[src/rtl/comparator_reg_if.sv]
// Operand/result bundle for comparator_reg. The master side presents operands and
// consumes results; the slave side is the comparator itself.
interface comparator_reg_if #(
    parameter int unsigned WIDTH = 4
);
    logic             in_valid;
    logic [WIDTH-1:0] a;
    logic [WIDTH-1:0] b;
    logic             out_valid;
    logic             eq;
    logic             gt;
    logic             lt;
    logic [WIDTH-1:0] max_out;
    logic [WIDTH-1:0] min_out;

    modport master (
        output in_valid, a, b,
        input  out_valid, eq, gt, lt, max_out, min_out
    );

    modport slave (
        input  in_valid, a, b,
        output out_valid, eq, gt, lt, max_out, min_out
    );
endinterface

[src/rtl/comparator_reg.sv]
// Magnitude comparator with a registered result stage: one compare per accepted
// input, results and out_valid appear one cycle after in_valid is sampled.
module comparator_reg #(
    parameter int unsigned WIDTH  = 4,
    parameter bit          SIGNED = 1'b0
) (
    input logic             clk,
    input logic             rst,
    comparator_reg_if.slave bus
);
    logic [WIDTH-1:0] a_key;
    logic [WIDTH-1:0] b_key;
    logic             eq_d;
    logic             gt_d;
    logic             lt_d;
    logic [WIDTH-1:0] max_d;
    logic [WIDTH-1:0] min_d;

    logic             out_valid_q;
    logic             eq_q;
    logic             gt_q;
    logic             lt_q;
    logic [WIDTH-1:0] max_q;
    logic [WIDTH-1:0] min_q;

    // Flip the sign bit in signed mode so one unsigned compare orders both modes.
    always_comb begin
        a_key = bus.a;
        b_key = bus.b;
        if (SIGNED) begin
            a_key[WIDTH-1] = ~bus.a[WIDTH-1];
            b_key[WIDTH-1] = ~bus.b[WIDTH-1];
        end
    end

    // Derive the one-hot flags and the ordered pair; ties keep a as max, b as min.
    always_comb begin
        eq_d = (bus.a == bus.b);
        gt_d = (a_key > b_key);
        lt_d = ~eq_d & ~gt_d;
        if (lt_d) begin
            max_d = bus.b;
            min_d = bus.a;
        end else begin
            max_d = bus.a;
            min_d = bus.b;
        end
    end

    // out_valid follows in_valid every edge; results only move on accepted inputs.
    always_ff @(posedge clk or posedge rst) begin
        if (rst) begin
            out_valid_q <= 1'b0;
            eq_q        <= 1'b0;
            gt_q        <= 1'b0;
            lt_q        <= 1'b0;
            max_q       <= '0;
            min_q       <= '0;
        end else begin
            out_valid_q <= bus.in_valid;
            if (bus.in_valid) begin
                eq_q  <= eq_d;
                gt_q  <= gt_d;
                lt_q  <= lt_d;
                max_q <= max_d;
                min_q <= min_d;
            end
        end
    end

    assign bus.out_valid = out_valid_q;
    assign bus.eq        = eq_q;
    assign bus.gt        = gt_q;
    assign bus.lt        = lt_q;
    assign bus.max_out   = max_q;
    assign bus.min_out   = min_q;
endmodule

[src/flat_wrapper.sv]
// flat-port wrapper written by rule: the top's interface ports become plain ports
module comparator_reg_flat 
#(
    parameter int unsigned WIDTH  = 4,
    parameter bit          SIGNED = 1'b0
)
  (clk, rst, bus_in_valid, bus_a, bus_b, bus_out_valid, bus_eq, bus_gt, bus_lt, bus_max_out, bus_min_out);
  comparator_reg_if #(.WIDTH(WIDTH)) bus_i ();
  input logic clk;
  input logic rst;
  input wire logic [$bits(bus_i.in_valid)-1:0] bus_in_valid;
  input wire logic [$bits(bus_i.a)-1:0] bus_a;
  input wire logic [$bits(bus_i.b)-1:0] bus_b;
  output wire logic [$bits(bus_i.out_valid)-1:0] bus_out_valid;
  output wire logic [$bits(bus_i.eq)-1:0] bus_eq;
  output wire logic [$bits(bus_i.gt)-1:0] bus_gt;
  output wire logic [$bits(bus_i.lt)-1:0] bus_lt;
  output wire logic [$bits(bus_i.max_out)-1:0] bus_max_out;
  output wire logic [$bits(bus_i.min_out)-1:0] bus_min_out;
  assign bus_i.in_valid = bus_in_valid;
  assign bus_i.a = bus_a;
  assign bus_i.b = bus_b;
  assign bus_out_valid = bus_i.out_valid;
  assign bus_eq = bus_i.eq;
  assign bus_gt = bus_i.gt;
  assign bus_lt = bus_i.lt;
  assign bus_max_out = bus_i.max_out;
  assign bus_min_out = bus_i.min_out;
  comparator_reg #(.WIDTH(WIDTH), .SIGNED(SIGNED)) u_core (.clk(clk), .rst(rst), .bus(bus_i));
endmodule
[config.mk]
export PLATFORM = sky130hd
export DESIGN_NAME = comparator_reg_flat
export DESIGN_NICKNAME = d
export VERILOG_FILES = /design/src/rtl/comparator_reg_if.sv /design/src/rtl/comparator_reg.sv /design/src/flat_wrapper.sv
export SDC_FILE = /design/constraint.sdc
export NUM_CORES = 1
export LEC_CHECK = 0
export ABC_CLOCK_PERIOD_IN_PS = 2000
export BUFFER_PORTS_ARGS = -buffer_cell sky130_fd_sc_hd__buf_2
export CELL_PAD_IN_SITES_DETAIL_PLACEMENT = 1
export CELL_PAD_IN_SITES_GLOBAL_PLACEMENT = 2
export CORE_AREA = 2 2 44 62
export DETAILED_ROUTE_END_ITERATION = 10
export DIE_AREA = 0 0 46 64
export GPL_ROUTABILITY_DRIVEN = 0
export PLACE_DENSITY = 0.77
export SLEW_MARGIN = 0
export SYNTH_ARGS = -nofsm -noshare
export SYNTH_HDL_FRONTEND = slang
export SYNTH_SLANG_ARGS = --single-unit
[constraint.sdc]
create_clock -name clk -period 2 [get_ports clk]
set_input_delay 0.1 -clock clk [delete_from_list [all_inputs] [get_ports clk]]
set_output_delay 0.1 -clock clk [all_outputs]
set_load 0.01 [all_outputs]
==> results by stage, run 1 <==
STA:
- The number of pins exceeding their max-slew limit in the final report came to 0.
- The final cycle utilization of the critical path is 0.674.
- In the final timing run, aggregate negative setup slack is 0 ns.
- The maximum clock skew at final layout is 0 ns.
- The headroom to the max-slew limit is 0.684.
- The count of endpoints failing hold in the final timing report is 0.
- Setup repair after global routing left no endpoint under its margin.
- The tightest hold path in the finished design has a slack of ~0.13 ns.
- Derived from the worst setup path, the maximum achievable clock frequency is around 740 MHz.
- The number of setup violations in the final report is 0.
- The time the worst path needs with I/O delays and setup is ~1.3 ns.
- At the pin with the least slew margin, the transition time is around 0.47 ns.

Cells and area:
- The utilization of the core after routing is 0.362.
- After the flow finishes, the layout carries non-filler instances totaling ~120.
- The fraction of layout instances using a drive strength above 1 is 0.380.
- The cell area after layout is 856 um^2.
- The filler cell count is 290.
- The number of antenna diodes in the final layout is 0.
- Compared with the post-synthesis result, the final layout area differs by 24.8%.
- The net count of the finished layout is approximately 110.

Critical path:
- The worst endpoint data arrival time is 1.48 ns.
- The worst path required time is approximately 2.1 ns.
- The setup slack of the most critical reg-to-reg path is 1.23 ns.
- The end of the worst register-to-register path is u_core.bus.eq.
- The element type at the critical path start is an input port.
- The classification of the worst setup path is in -> reg.
- The worst register-to-register path begins at u_core.bus.eq.
- The endpoint class of the critical path is a flip-flop.
- Along the worst path, the maximum fanout reaches 9.
- The worst register-to-register path has a depth of 1.

Clock network:
- The register clock-pin slew on the reported worst setup and hold paths is roughly 0.090 ns.
- The clock reaches the later pin of the worst-skew pair after 0.27 ns.
- The tree is rooted in a sky130_fd_sc_hd__clkbuf_4.
- Counting every sink on the clock net gives 12.
- The clock passes through at most 2 buffers.
- The post-CTS setup buffer count is 0.
- TritonCTS built the clock tree.
- CTS built an H-tree with a depth of 1.
- The TritonCTS buffer count is 3.

Yosys:
- The synthesized netlist occupies a cell area of between 600 and 700 um^2.
- The number of nets handed over by synthesis was between 80 and 90.
- Of the post-synthesis cell area, the dominant cell type holds 0.438.
- The commonest cells after synthesis are 14 x sky130_fd_sc_hd__inv_1, 12 x sky130_fd_sc_hd__dfrtp_1, 8 x sky130_fd_sc_hd__nand2_1, 8 x sky130_fd_sc_hd__nand4_1, 8 x sky130_fd_sc_hd__o221ai_1.
- The sequential-to-total area share from yosys stat is 0.438.
- The main flop type after synthesis is sky130_fd_sc_hd__dfrtp_1.
- The count of distinct cell types in the synthesized netlist is 17.
- The number of enable-type register cells in the synthesized netlist is 0.
- Summed over all instances, the cell type with the most area after synthesis is sky130_fd_sc_hd__dfrtp_1.
- In the synthesized netlist the async set-or-reset flop fraction comes to 1.00.
- The number of instances in the synthesized netlist is between 60 and 70.
- Yosys attributes the largest share of cell area to sky130_fd_sc_hd__dfrtp_1 44%, sky130_fd_sc_hd__o221ai_1 10%, sky130_fd_sc_hd__inv_1 7.7%.
- The most common cell in the netlist is sky130_fd_sc_hd__inv_1.
- The synthesized flop and latch total is 12.
- The number of warnings printed during yosys synthesis is 0.
- A synthesized cell averages between 10 and 15 um^2.

Worst hold path:
- The worst hold path depth is 3.
- The class of the most critical hold timing path is in -> reg.
- The startpoint of the tightest hold check path is bus_a[3].
- The terminating pin of the worst hold path is u_core.bus.min_out[3].

Flow run:
- The max-capacitance violation count is 0.

Route:
- Dividing the detail-routed via count by the number of cells gives 4.91.
- After the first detailed-routing iteration, the DRC count stood at 5.
- The count of unresolved DRC violations after routing is 0.
- The via count is ~570.
- The count of nets left with antenna violations once routing finished came out at 0.
- The first detailed-routing pass took 4 iterations.
- The average wire length per cell after detail routing is ~14 um.
- After detailed routing, the total wire length is approximately 1600 um.

Global route:
- The number of global-route vias before repair is approximately 600.
- Entering global routing, the biggest net connects 29 pins.
- The number of antenna violations at the first check in global routing is 0.
- The total overflow left after global routing is 0.
- The first global-routing pass estimated between 2000 and 3000 um of wire.
- Across every metal layer, demand over resource in global routing totals 0.126.

Place:
- The placement-stage cell area is a little over 800 um^2.
- In this run, placement finished with an instance count of 110.
- The number of input and output port buffers inserted is 22.
- The detailed placer's ending HPWL is 1260 um.

Floorplan:
- Row generation in the floorplan step produced 21 rows.
- Measured along the x axis, the die boundary spans around 46 um.
- Pin placement for this block handled 23 I/O pins.
- The placeable core region is around 2400 um^2.
- The die is ~64 um tall.
- The initial cell density of the core is 0.290.
- The floorplan step defined a die boundary enclosing ~2900 um^2.

Power:
- VDD sags by at most between 0.0002 and 0.0003 V.
- Power spread over the standard cell area amounts to about 800 nW/um^2.
- For this design the static power due to leakage is roughly 0.45 nW.

Status:
- The run finished with clean final reports.
## worst max-delay path: stages
cell and delay, ns:
sky130_fd_sc_hd__buf_2 0.11, sky130_fd_sc_hd__inv_1 0.04, sky130_fd_sc_hd__ha_1 0.30, sky130_fd_sc_hd__and4_2 0.26, sky130_fd_sc_hd__nor2_2 0.28, sky130_fd_sc_hd__and2_4 0.26
sky130_fd_sc_hd__o221ai_1 0.14
## state kept, by name, summed over array words and instances (netlist names)
signal	cells
u_core.bus.max_out	4
u_core.bus.min_out	4
u_core.bus.eq	1
u_core.bus.gt	1
u_core.bus.lt	1
u_core.bus.out_valid	1
## layer usage
| metal | part of all wire | track usage |
|---|---|---|
| met1 | 0.44 | 0.149 |
| met2 | 0.51 | 0.207 |
| met3 | 0.033 | 0.0226 |
| met4 | 0.018 | 0.0643 |
| met5 | 0 | 0 |
## cell usage in the layout, fill, tap and decap left out
cell type                       instances
sky130_fd_sc_hd__ha_1                   4
sky130_fd_sc_hd__buf_4                  1
sky130_fd_sc_hd__mux2_4                 1
sky130_fd_sc_hd__buf_2                 22
sky130_fd_sc_hd__nor2_2                 1
sky130_fd_sc_hd__mux2_2                 2
sky130_fd_sc_hd__o21a_1                 1
sky130_fd_sc_hd__a21oi_1                1
sky130_fd_sc_hd__clkbuf_8               1
sky130_fd_sc_hd__dlygate4sd3_1          1
sky130_fd_sc_hd__clkbuf_4               3
sky130_fd_sc_hd__and2_4                 1
sky130_fd_sc_hd__o31ai_4                1
sky130_fd_sc_hd__and4_2                 1
sky130_fd_sc_hd__nor2b_4                1
sky130_fd_sc_hd__dfrtp_1               12
sky130_fd_sc_hd__nand4_1                8
sky130_fd_sc_hd__nand2_1                8
sky130_fd_sc_hd__inv_1                 14
sky130_fd_sc_hd__o221ai_1               8
## logic make-up after synthesis
logic type,count (synthesis),synth area share
AND/OR/NAND/NOR,20,0.173
buffers and inverters,18,0.109
flip-flops,12,0.438
AO/OA/AOI/OAI,11,0.151
adder cells (fa/ha/maj),4,0.0730
multiplexers,3,0.0547
## power breakdown
part,internal [W],switching [W],leakage (nW)
Combinational,0.0000867,0.000102,0.279
Sequential,0.000278,0.0000165,0.147
Clock,0.000110,0.0000865,0.0210
## worst max path at each step
stage,from,cells past startpoint,slack [ns],end
floorplan,bus_b[2],7,0.60,u_core.bus.max_out[0]
global placement,bus_b[3],7,0.40,u_core.bus.max_out[1]
detailed placement,bus_b[3],7,0.34,u_core.bus.max_out[3]
CTS,bus_b[3],7,0.62,u_core.bus.max_out[3]
global route,bus_b[3],7,0.54,u_core.bus.max_out[3]
finish,bus_b[3],7,0.65,u_core.bus.max_out[3]
## what timing repair did
action,CTS,global route
endpoints found under the hold margin,12,0
endpoints found under the setup margin,0,0
resized for setup,0,0
hold buffers,1,0
## cell type report
type	instances	area, um^2	share of cell area
multi-input combinational	38	310	0.363
timing repair buffer	24	128	0.149
clock buffer	4	36.3	0.0424
tap	23	28.8	0.0336
sequential	12	300	0.351
inverter	14	52.6	0.0614
## through the flow
step | setup WS [ns] | power (W)
4_1_cts | 0.618 | 0.000692
2_1_floorplan | 0.596 | 0.000423
3_5_place_dp | 0.338 | 0.000493
5_1_grt | 0.536 | 0.000733
6_report | 0.652 | 0.000681
3_3_place_gp | 0.398 | 0.000488
Note: power is estimated with default switching activity, not from simulation.
==> inputs of run 2 (changes only) <==
- ABC_CLOCK_PERIOD_IN_PS: 2000 -> 1400
- CORE_AREA: 2 2 44 62 -> 2 2 45 64
- DIE_AREA: 0 0 46 64 -> 0 0 47 66
- PLACE_DENSITY: 0.77 -> 0.74
- clock period: 2 -> 1.4 ns (I/O delays scaled with it)
==> results by stage, run 2 (synthesis results as in run 1) <==
Critical path:
- The kind of cell with the highest combined delay along the critical path is simple AND/OR/NAND/NOR gates.
- The endpoint class of the critical path is a flip-flop.
- The standard cell with the maximum stage delay on the critical path is sky130_fd_sc_hd__ha_1.
- The reg-to-reg startpoint is u_core.bus.lt.
- The setup slack of the most critical reg-to-reg path is 0.64 ns (-0.59 ns).
- The classification of the worst setup path is in -> reg.
- The buffer and inverter count on the worst path came to 2 (unchanged).
- The startpoint of the worst setup timing path is bus_b[1].
- The signal on the critical path passes through buf_2 > inv_1 > ha_1 > nor2b_4 > o31ai_4 > and2_4 > o221ai_1.
- STA classifies the critical path startpoint as an input port.
- The longest individual stage delay on the worst path came to 0.30 ns (about the same).
- The worst endpoint data arrival time is 1.23 ns (-0.25 ns).
- The worst path required time is 1.53 ns (-0.61 ns).
- The maximum fanout along the worst path is 9 (unchanged).

Cells and area:
- The utilization of the core after routing was 0.353 (-0.00864).
- The most common cell after layout, fill and taps aside is sky130_fd_sc_hd__buf_2.
- The total inserted antenna cells was 0 (unchanged).
- Relative to the synthesized area, the layout overhead comes to 30.5%.
- The cell area after layout came to 895 um^2 (+4.5%).
- The library cells used most frequently in the layout, excluding fill and tap cells, are 22 x sky130_fd_sc_hd__buf_2, 14 x sky130_fd_sc_hd__inv_1, 12 x sky130_fd_sc_hd__dfrtp_1.
- The fraction of layout instances using a drive strength above 1 came to 0.400 (+0.0196).
- The number of standard cells in the final layout excluding fillers was 131 (+14%).
- The post-layout net count came to 111 (+2.8%).
- The filler cell count came to 321 (+11%).

Place:
- The detailed placer's ending HPWL is 1250 um (-0.18%).
- The number of input and output port buffers inserted is 22 (unchanged).
- The placement-stage cell area is 848 um^2 (+4.8%).
- The cell count after placement is 126 (+15%).

Status:
- The run finished with clean final reports.

Route:
- The total routed wirelength is 1520 um (-3.3%).
- The average wire length per cell after detail routing came to 11.6 um (-15%).
- The starting DRC count in detailed routing is 6 (+1).
- The first-pass detailed-route iteration total came to 2 (-2).
- The via count is 576 (+1.9%).
- The routed via count divided by cell count came to 4.40 (-11%).
- The count of unresolved DRC violations after routing was 0 (unchanged).
- The number of routed nets with antenna violations is 0 (unchanged).

STA:
- The count of endpoints failing hold in the final timing report came to 0 (unchanged).
- Subtracting the final worst setup slack from the clock period gives 1.11 ns.
- The aggregate negative setup slack is 0 ns (unchanged).
- Setup repair after global routing left no endpoint under its margin.
- The maximum clock skew at final layout is 0 ns (unchanged).
- The headroom to the max-slew limit is 0.691 (+0.00694).
- The number of pins exceeding their max-slew limit in the final report is 0 (unchanged).
- The number of setup violations in the final report is 0 (unchanged).
- The achievable frequency is 905 MHz.
- Of the available clock period, the critical path in the final layout requires 0.789.
- The actual transition at the worst max-transition pin came to 0.463 ns (-0.0104 ns).

Global route:
- The first-pass GRT wire length is 2720 um (-1.3%).
- The overall overflow remaining after global route came to 0 (unchanged).
- The pin count of the biggest net entering global routing was 21 (-28%).
- The global-route usage over all layers is 0.120 (-0.00549).
- The number of antenna violations at the first check in global routing is 0 (unchanged).
- The number of global-route vias before repair is 620 (+3.0%).

Clock network:
- The library cell used as clock root buffer is sky130_fd_sc_hd__clkbuf_4.
- The TritonCTS buffer count is 3 (unchanged).
- The register clock-pin slew on the reported worst setup and hold paths came to 0.08 ns (about the same).
- The clock latency of the later-clocked register in the worst-skew pair is 0.26 ns (about the same).
- The H-tree depth reported by CTS is 1 (unchanged).
- The clock sink count was 12 (unchanged).
- The TritonCTS clock tree is yes.
- The buffer depth of the longest clock path is 2 (unchanged).

Floorplan:
- The number of placement rows is 22 (+4.8%).
- The placeable core region was 2530 um^2 (+7.1%).
- The horizontal extent of the die came to 47 um (+2.2%).
- The die footprint came to 3100 um^2 (+5.4%).
- The initial cell density of the core came to 0.271 (-0.0192).
- The chip height is 66 um (+3.1%).
- The top-level I/O count is 23 (unchanged).

Worst hold path:
- The startpoint of the tightest hold check path is bus_a[2].
- The path class of the tightest hold or removal check is in -> reg.

Power:
- The worst ir drop on vdd is 0.000559 V (+110%).
- The total power of the final layout is 0.000971 W (+43%).
- The static leakage power is 0.461 nW (+3.3%).
- The ratio of total power to cell area is 1090 nW/um^2 (+36%).

Flow run:
- The max-capacitance violation count is 0 (unchanged).
## run 2: through the flow
step / hold WS [ns] / setup slack (ns)
2_1_floorplan: -0.0653 / 0.0255
3_3_place_gp: 0.109 / 0.00878
3_5_place_dp: 0.109 / -0.00928
4_1_cts: 0.0928 / 0.276
5_1_grt: 0.106 / 0.225
6_report: 0.0958 / 0.295
## run 2: final timing paths
check / to / cells after the start
worst max register to register: u_core.bus.lt / 1
worst max-delay path: u_core.bus.min_out[1] / 7
max in group asynchronous: u_core.bus.min_out[1] / 3
worst min register to register: u_core.bus.eq / 1
worst min-delay path: u_core.bus.min_out[2] / 3
min in group asynchronous: u_core.bus.max_out[2] / 3
## run 2: report_power, final
part | leakage [nW] | switching, W | internal (W)
clock network | 0.0210 | 0.000114 | 0.000158
logic | 0.294 | 0.000148 | 0.000130
registers | 0.147 | 0.0000229 | 0.000398
total | 0.461 | 0.000286 | 0.000685
## run 2: cell type report
cell class | instances | area (um^2) | area share
Tap cell | 36 | 45.0 | 0.0503
Inverter | 14 | 52.6 | 0.0587
Sequential cell | 12 | 300 | 0.336
Timing Repair Buffer | 27 | 150 | 0.168
Clock buffer | 4 | 36.3 | 0.0406
Multi-Input combinational cell | 38 | 310 | 0.347
## run 2: per-layer routing
metal,global-route usage,vias up,share of wire
li1,-,295,-
met1,0.138,270,0.44
met2,0.205,9,0.52
met3,0.0273,2,0.029
met4,0.0486,0,0.011
met5,0,-,0
## run 2: repair_timing
| action | in CTS | in global routing |
|---|---|---|
| resized for setup | 0 | 0 |
| hold endpoints to repair | 12 | 0 |
| hold buffers | 1 | 0 |
| endpoints found under the setup margin | 0 | 0 |
| buffers inserted | 0 | 0 |
